File: src/rtl/mem_arbiter.sv
// Two-requester (instruction fetch / MEM stage) arbiter onto one registered memory bus port.
// Optional bus timeout watchdog is compiled in when MEM_ARB_TIMEOUT_EN is defined.
module mem_arbiter (
    input  logic        CLK,
    input  logic        RST,

    input  logic        if_req,
    input  logic [31:0] if_addr,
    output logic [31:0] if_rdata,
    output logic        if_ready,

    input  logic        mem_req,
    input  logic        mem_we,
    input  logic [31:0] mem_addr,
    input  logic [31:0] mem_wdata,
    input  logic [3:0]  mem_wmask,
    output logic [31:0] mem_rdata,
    output logic        mem_ready,

    output logic        bus_req,
    output logic        bus_we,
    output logic [31:0] bus_addr,
    output logic [31:0] bus_wdata,
    output logic [3:0]  bus_wmask,
    input  logic [31:0] bus_rdata,
    input  logic        bus_ack,

    output logic        stallreq_from_if,
    output logic        stallreq_from_mem,
    output logic        bus_err
);

    typedef enum logic [1:0] {
        IDLE     = 2'd0,
        BUSY_IF  = 2'd1,
        BUSY_MEM = 2'd2,
        DONE     = 2'd3
    } state_t;

    state_t state;
    state_t state_next;

    logic grant_mem;
    logic grant_if;
    logic finish;
    logic timeout;
    logic busy;

    assign busy = (state == BUSY_IF) || (state == BUSY_MEM);

`ifdef MEM_ARB_TIMEOUT_EN
    logic [7:0] timeout_cnt;

    // The 255th BUSY cycle without an ack ends the transaction.
    assign timeout = busy && !bus_ack && (timeout_cnt == 8'd254);

    always_ff @(posedge CLK or negedge RST) begin
        if (!RST) begin
            timeout_cnt <= 8'd0;
            bus_err     <= 1'b0;
        end else begin
            if (grant_mem || grant_if) begin
                timeout_cnt <= 8'd0;
            end else if (busy && !bus_ack) begin
                timeout_cnt <= timeout_cnt + 8'd1;
            end
            if (timeout) begin
                bus_err <= 1'b1;
            end
        end
    end
`else
    assign timeout = 1'b0;
    assign bus_err = 1'b0;
`endif

    // NOTE: every signal written here gets a default first, so no path leaves it unassigned and no latch is inferred.
    always_comb begin
        state_next = state;
        grant_mem  = 1'b0;
        grant_if   = 1'b0;
        finish     = 1'b0;
        case (state)
            IDLE: begin
                if (mem_req) begin
                    grant_mem  = 1'b1;
                    state_next = BUSY_MEM;
                end else if (if_req) begin
                    grant_if   = 1'b1;
                    state_next = BUSY_IF;
                end
            end
            BUSY_IF, BUSY_MEM: begin
                if (bus_ack || timeout) begin
                    finish     = 1'b1;
                    state_next = DONE;
                end
            end
            DONE:    state_next = IDLE;
            default: state_next = IDLE;
        endcase
    end

    // NOTE: sequential state uses non-blocking assignments so every register samples pre-edge values.
    always_ff @(posedge CLK or negedge RST) begin
        if (!RST) begin
            state <= IDLE;
        end else begin
            state <= state_next;
        end
    end

    always_ff @(posedge CLK or negedge RST) begin
        if (!RST) begin
            bus_req   <= 1'b0;
            bus_we    <= 1'b0;
            bus_addr  <= 32'h0;
            bus_wdata <= 32'h0;
            bus_wmask <= 4'b0000;
        end else if (grant_mem) begin
            bus_req   <= 1'b1;
            bus_we    <= mem_we;
            bus_addr  <= mem_addr;
            bus_wdata <= mem_wdata;
            bus_wmask <= mem_wmask;
        end else if (grant_if) begin
            bus_req   <= 1'b1;
            bus_we    <= 1'b0;
            bus_addr  <= if_addr;
            bus_wdata <= 32'h0;
            bus_wmask <= 4'b0000;
        end else if (finish) begin
            bus_req   <= 1'b0;
        end
    end

    // A timed-out transaction returns zero; a completed store keeps the previous load data.
    always_ff @(posedge CLK or negedge RST) begin
        if (!RST) begin
            if_ready  <= 1'b0;
            mem_ready <= 1'b0;
            if_rdata  <= 32'h0;
            mem_rdata <= 32'h0;
        end else begin
            if_ready  <= finish && (state == BUSY_IF);
            mem_ready <= finish && (state == BUSY_MEM);
            if (finish && (state == BUSY_IF)) begin
                if_rdata <= timeout ? 32'h0 : bus_rdata;
            end
            if (finish && (state == BUSY_MEM)) begin
                if (timeout) begin
                    mem_rdata <= 32'h0;
                end else if (!bus_we) begin
                    mem_rdata <= bus_rdata;
                end
            end
        end
    end

    assign stallreq_from_if  = if_req  & ~if_ready;
    assign stallreq_from_mem = mem_req & ~mem_ready;

endmodule
File: config.mk
export PLATFORM = sky130hd
export DESIGN_NAME = mem_arbiter
export DESIGN_NICKNAME = d
export VERILOG_FILES = /design/src/rtl/mem_arbiter.sv
export SDC_FILE = /design/constraint.sdc
export NUM_CORES = 1
export LEC_CHECK = 0
export BUFFER_PORTS_ARGS = -buffer_cell sky130_fd_sc_hd__buf_2
export CORE_MARGIN = 2
export CORE_UTILIZATION = 49
export DETAILED_ROUTE_END_ITERATION = 8
export PLACE_DENSITY = 0.85
export SYNTH_ARGS = -nofsm -noshare
export SYNTH_HDL_FRONTEND = slang
export SYNTH_SLANG_ARGS = --single-unit
File: constraint.sdc
create_clock -name CLK -period 3.68 [get_ports CLK]
set_clock_uncertainty 0.15 [all_clocks]
set_input_delay 0.368 -clock CLK [delete_from_list [all_inputs] [get_ports CLK]]
set_output_delay 0.368 -clock CLK [all_outputs]
set_load 0.05 [all_outputs]
* After elaboration in Yosys (flattened, before gate mapping)
Cells that the tools add are included.
** Storage, ports and cells
- Register bits after elaboration :: 138
- Output and inout port bits :: 139
- Word-level logic and storage cells :: 50
** Cells by class
- Equality and inequality tests :: 5
- Mux-type cells :: 22
- Bitwise logic cells :: 5
- Reductions and logical operators :: 8
** Operators by type and width (number)
- $mux 32 :: 4
- $mux 1 :: 12
- $mux 4 :: 2
- $mux 2 :: 3
- $pmux 2 s3 :: 1
- $eq 2x2->1 const B :: 2
- $reduce_and 2->1 :: 2
- $ne 3x3->1 const B :: 1
- $not 1->1 :: 3
- $reduce_bool 3->1 :: 1
- $and 1x1->1 :: 2
- $eq 2x1->1 const B :: 1
- $logic_and 1x1->1 :: 2
- $logic_not 2->1 :: 1
- $ne 2x2->1 const B :: 1
- $reduce_bool 2->1 :: 1
- $reduce_or 2->1 :: 1

* Depth between registers and ports, before layout
- Word-level depth :: 6
- Depth in mapped cells :: 7
- Gate-level depth less buffers :: 5

* Worst setup path after synthesis
No wires, ideal clock.
- Path type :: input -> output
- From :: input port if_req
- To :: output port stallreq_from_if
- Arrival time :: 1545 ps
- Data required time :: 3162 ps
- Setup slack :: 1617 ps
- Cell stages on the path :: 3
- Cell sequence :: buf_2 clkbuf_1 nor2b_1
** On the way
- Word-level cells in the longest chain between the ends :: 1
** RTL lines
- from (decl) :: RTL line 7 : input logic if_req,
- $and 1x1->1 :: RTL line 160 : assign stallreq_from_if = if_req & ~if_ready;
- to (decl) :: RTL line 28 : output logic stallreq_from_if,
Every way passes these cells.

* Worst setup path after layout
- From :: register state[0]
- To :: register mem_rdata[1]
** On the way
- Word-level cells in the longest chain between the ends :: 5
** RTL lines
- from (decl) :: RTL line 40 : state_t state;
- from (signal assigned) :: RTL line 109 : state <= state_next;
- $eq 2x1->1 / $eq 2x2->1 (equally long branches) :: RTL line 83, 150
- $reduce_or 2->1 :: RTL line 83 : case (state)
- $mux 1 :: RTL line 83
- $logic_and 1x1->1 * :: RTL line 150 : if (finish && (state == BUSY_MEM)) begin
- $reduce_and 2->1 (no source line) *
- to (signal assigned) :: RTL line 154 : mem_rdata <= bus_rdata;
- to (decl) :: RTL line 17 : output logic [31:0] mem_rdata,
Mark *: on every way between the ends. The rest lies on a longest branch, timed or not.
A chain may end at the register's enable or synchronous reset.

==> reports/summary.txt <==
Status -> finished, final reports clean
Die area -> 0.0122 sq mm
Critical Path RT -> 3.82 ns
R2R Setup Slk -> 1.14 ns
Average size of a mapped cell -> 13.9 sq um
Post-synthesis sequential area ratio -> 62.4%
Largest net degree at the start of global routing -> 85
Synth Flop Type -> dfrtp_1
Post-Synth Adder-Cell Area -> 0.904%
DRT iter0 DRCs -> 262
Final core occ -> 69.3%
CTS Hold Bufs -> 1
Vias -> 4477
Worst Hold End -> bus_wdata[30]$_DFFE_PN0P_
Fin crit share -> 69.0%
Relative slew slack -> 22.2%
Synth Area in XOR/XNOR -> 0%
Startpoint Class -> flop
Synth top area share -> 62.4%
Detailed-route DRC error count -> 0
Compound-Gate Fraction of Synth Area -> 16.3%
H-Tree Level Count -> 4
Mux cell area share after synthesis -> 15.5%
Max-cap violation count -> 0
Setup TNS -> 0 ns
CORE AREA -> 0.0109 sq mm
Nets -> 810
GR Util met2 -> 43.2%
Die Y -> 110 um
Async set-reset flop share out of synthesis -> 100%
Post-synth EDFFs -> 0
Port Buffers -> 275
Via/cell ratio -> 5.45
Initial antenna violation count -> 1
Syn nets -> 540
Vias in the first global route -> 4378
Fill count -> 757
Crit path capture type -> flop
Synth area leaders -> dfrtp_1, mux2_4, mux2_2, o22ai_1, a22o_1
Hold Crit Depth -> 2
Post-CTS Setup Inserts -> 0
Crit-path cells -> inv_1 -> ha_1 -> and3_1 -> nand2b_2 -> buf_4 -> mux2_4
Total track usage -> 24.4%
DRT Pass-1 Iters -> 4
Initial Util -> 50.6%
Worst hold path class -> in -> reg
Worst-margin pin slew -> 1.16 ns
GPL Wtd Cong -> 0.825
F_max -> 394 MHz
Post-Layout Inst Area -> 0.00758 sq mm
Synth cell count leaders -> dfrtp_1, o22ai_1, a22o_1
Met3 usage -> 6.11%
Kind of critical path -> reg -> reg
Clock root buffer -> clkbuf_16
CTS-repair resized insts -> 0
Synth Area in Simple Gates -> 1.22%
I/O pin cnt -> 277
WL/cell -> 18.5 um
Most numerous cell in the Yosys netlist -> dfrtp_1
Final Max Tran Viols -> 0
Critical path peak fanout -> 21
Synth unique cells -> 21
Syn Inst Count -> 398
Clock Tree Buf Depth -> 2
Clk Latency, worst-skew pair -> 0.40 ns
Met1 Usage GRT -> 28.7%
Share of layout cells above drive strength 1 -> 56.2%
Global-route wire length before repair -> 22.2 mm
Drt total wl -> 15.2 mm
Synth Register Bits -> 138
Largest stage delay on the critical path -> 0.54 ns
Area Growth Syn to Fin -> 37.0%
DIE WIDTH -> 110 um
Grt total ovfl -> 0
Synthesized area -> 0.00553 sq mm
CP delay by family, top -> simple AND/OR/NAND/NOR gates
Placed inst area -> 0.00698 sq mm
RSZ-0062 raised after global routing -> false
Tmin final -> 2.54 ns
Hold_sp -> mem_wdata[30]
Critical R2R Capture -> mem_rdata[1]$_DFFE_PN0P_
Crit-path slowest cell -> nand2b_2
Dominant cell type by area after synthesis -> dfrtp_1
CTS tree -> built
FF-to-FF path depth -> 6
Fin cells -> 821
Final setup fails -> 0
Synth Warn # -> 0
Bufs and invs on worst path -> 2
Clock slew at reported path FFs -> 0.06 ns
Worst Path Arrival -> 2.68 ns
Worst r2r src -> state[0]$_DFFE_PN0P_
Post-DRT Antenna Nets -> 0
Site row count -> 38
Largest family of logic cells by synthesized area -> compound AO/OA/AOI/OAI gates
Num CTS Buffers -> 17
Dpl cells -> 788
Clk sinks -> 138
Most crowded layer after global routing -> met2
Final Hold Vio Count -> 0
HPWL after DPL -> 10.6 mm
[layer usage]
layer	share of wire, %	vias to the layer above
li1	-	2042
met1	38	2171
met2	52	236
met3	7.2	28
met4	2.4	0
met5	0	-
[placed cells by master (no fill, tap or decap), types with 3 or more instances in the layout]
cell	count
buf_4	8
a21oi_1	33
o22ai_1	64
dfrtp_1	138
ha_1	4
nand2_1	6
clkinv_4	4
clkbuf_16	17
buf_2	274
inv_6	3
mux2_4	30
inv_1	4
a22o_1	37
mux2_2	36
[metrics by stage]
stage / setup WS, ns / hold slack, ns
CTS: 1.14 / 0.0159
global route: 1.05 / 0.0172
detailed placement: 1.15 / 0.307
global placement: 1.29 / 0.297
finish: 1.14 / 0.0301
floorplan: 1.62 / -0.0776
[worst max-delay path by stage]
stage	end	startpoint	depth (start not counted)
after floorplan	stallreq_from_if	if_req	3
after global placement	mem_rdata[22]$_DFFE_PN0P_	state[0]$_DFFE_PN0P_	6
after detailed placement	bus_addr[18]$_DFFE_PN0P_	if_req	4
after CTS	mem_rdata[1]$_DFFE_PN0P_	state[0]$_DFFE_PN0P_	6
after global routing	mem_rdata[30]$_DFFE_PN0P_	state[1]$_DFFE_PN0P_	6
final	mem_rdata[1]$_DFFE_PN0P_	state[0]$_DFFE_PN0P_	6
[sequential cells by signal, indices dropped and copies added (netlist names)]
signal and count:
if_rdata 32, mem_ready 1, if_ready 1, bus_wdata 32
mem_rdata 32, bus_addr 32, bus_we 1, bus_req 1
bus_wmask 4, state 2
[final cells by class]
class                      count  area (sq um)  area share [%]
tap                          140           175            2.31
inverter                       5          18.8           0.248
sequential                   138          3450            45.5
antenna                        1          2.50          0.0330
clock buffer                  19           453            5.97
multi-input combinational    222          1890            24.9
clock inverter                12           139            1.83
timing repair buffer         284          1450            19.2
[logic make-up after synthesis]
| group | count (synthesis) |
|---|---|
| flops | 138 |
| compound gates | 137 |
| fa+ha+maj | 4 |
| other cells | 1 |
| buf+inv | 38 |
| mux | 66 |
| simple gates | 14 |
Power is not shown: default switching activity piles up to over one toggle a cycle in this logic, so the estimate is an artifact.
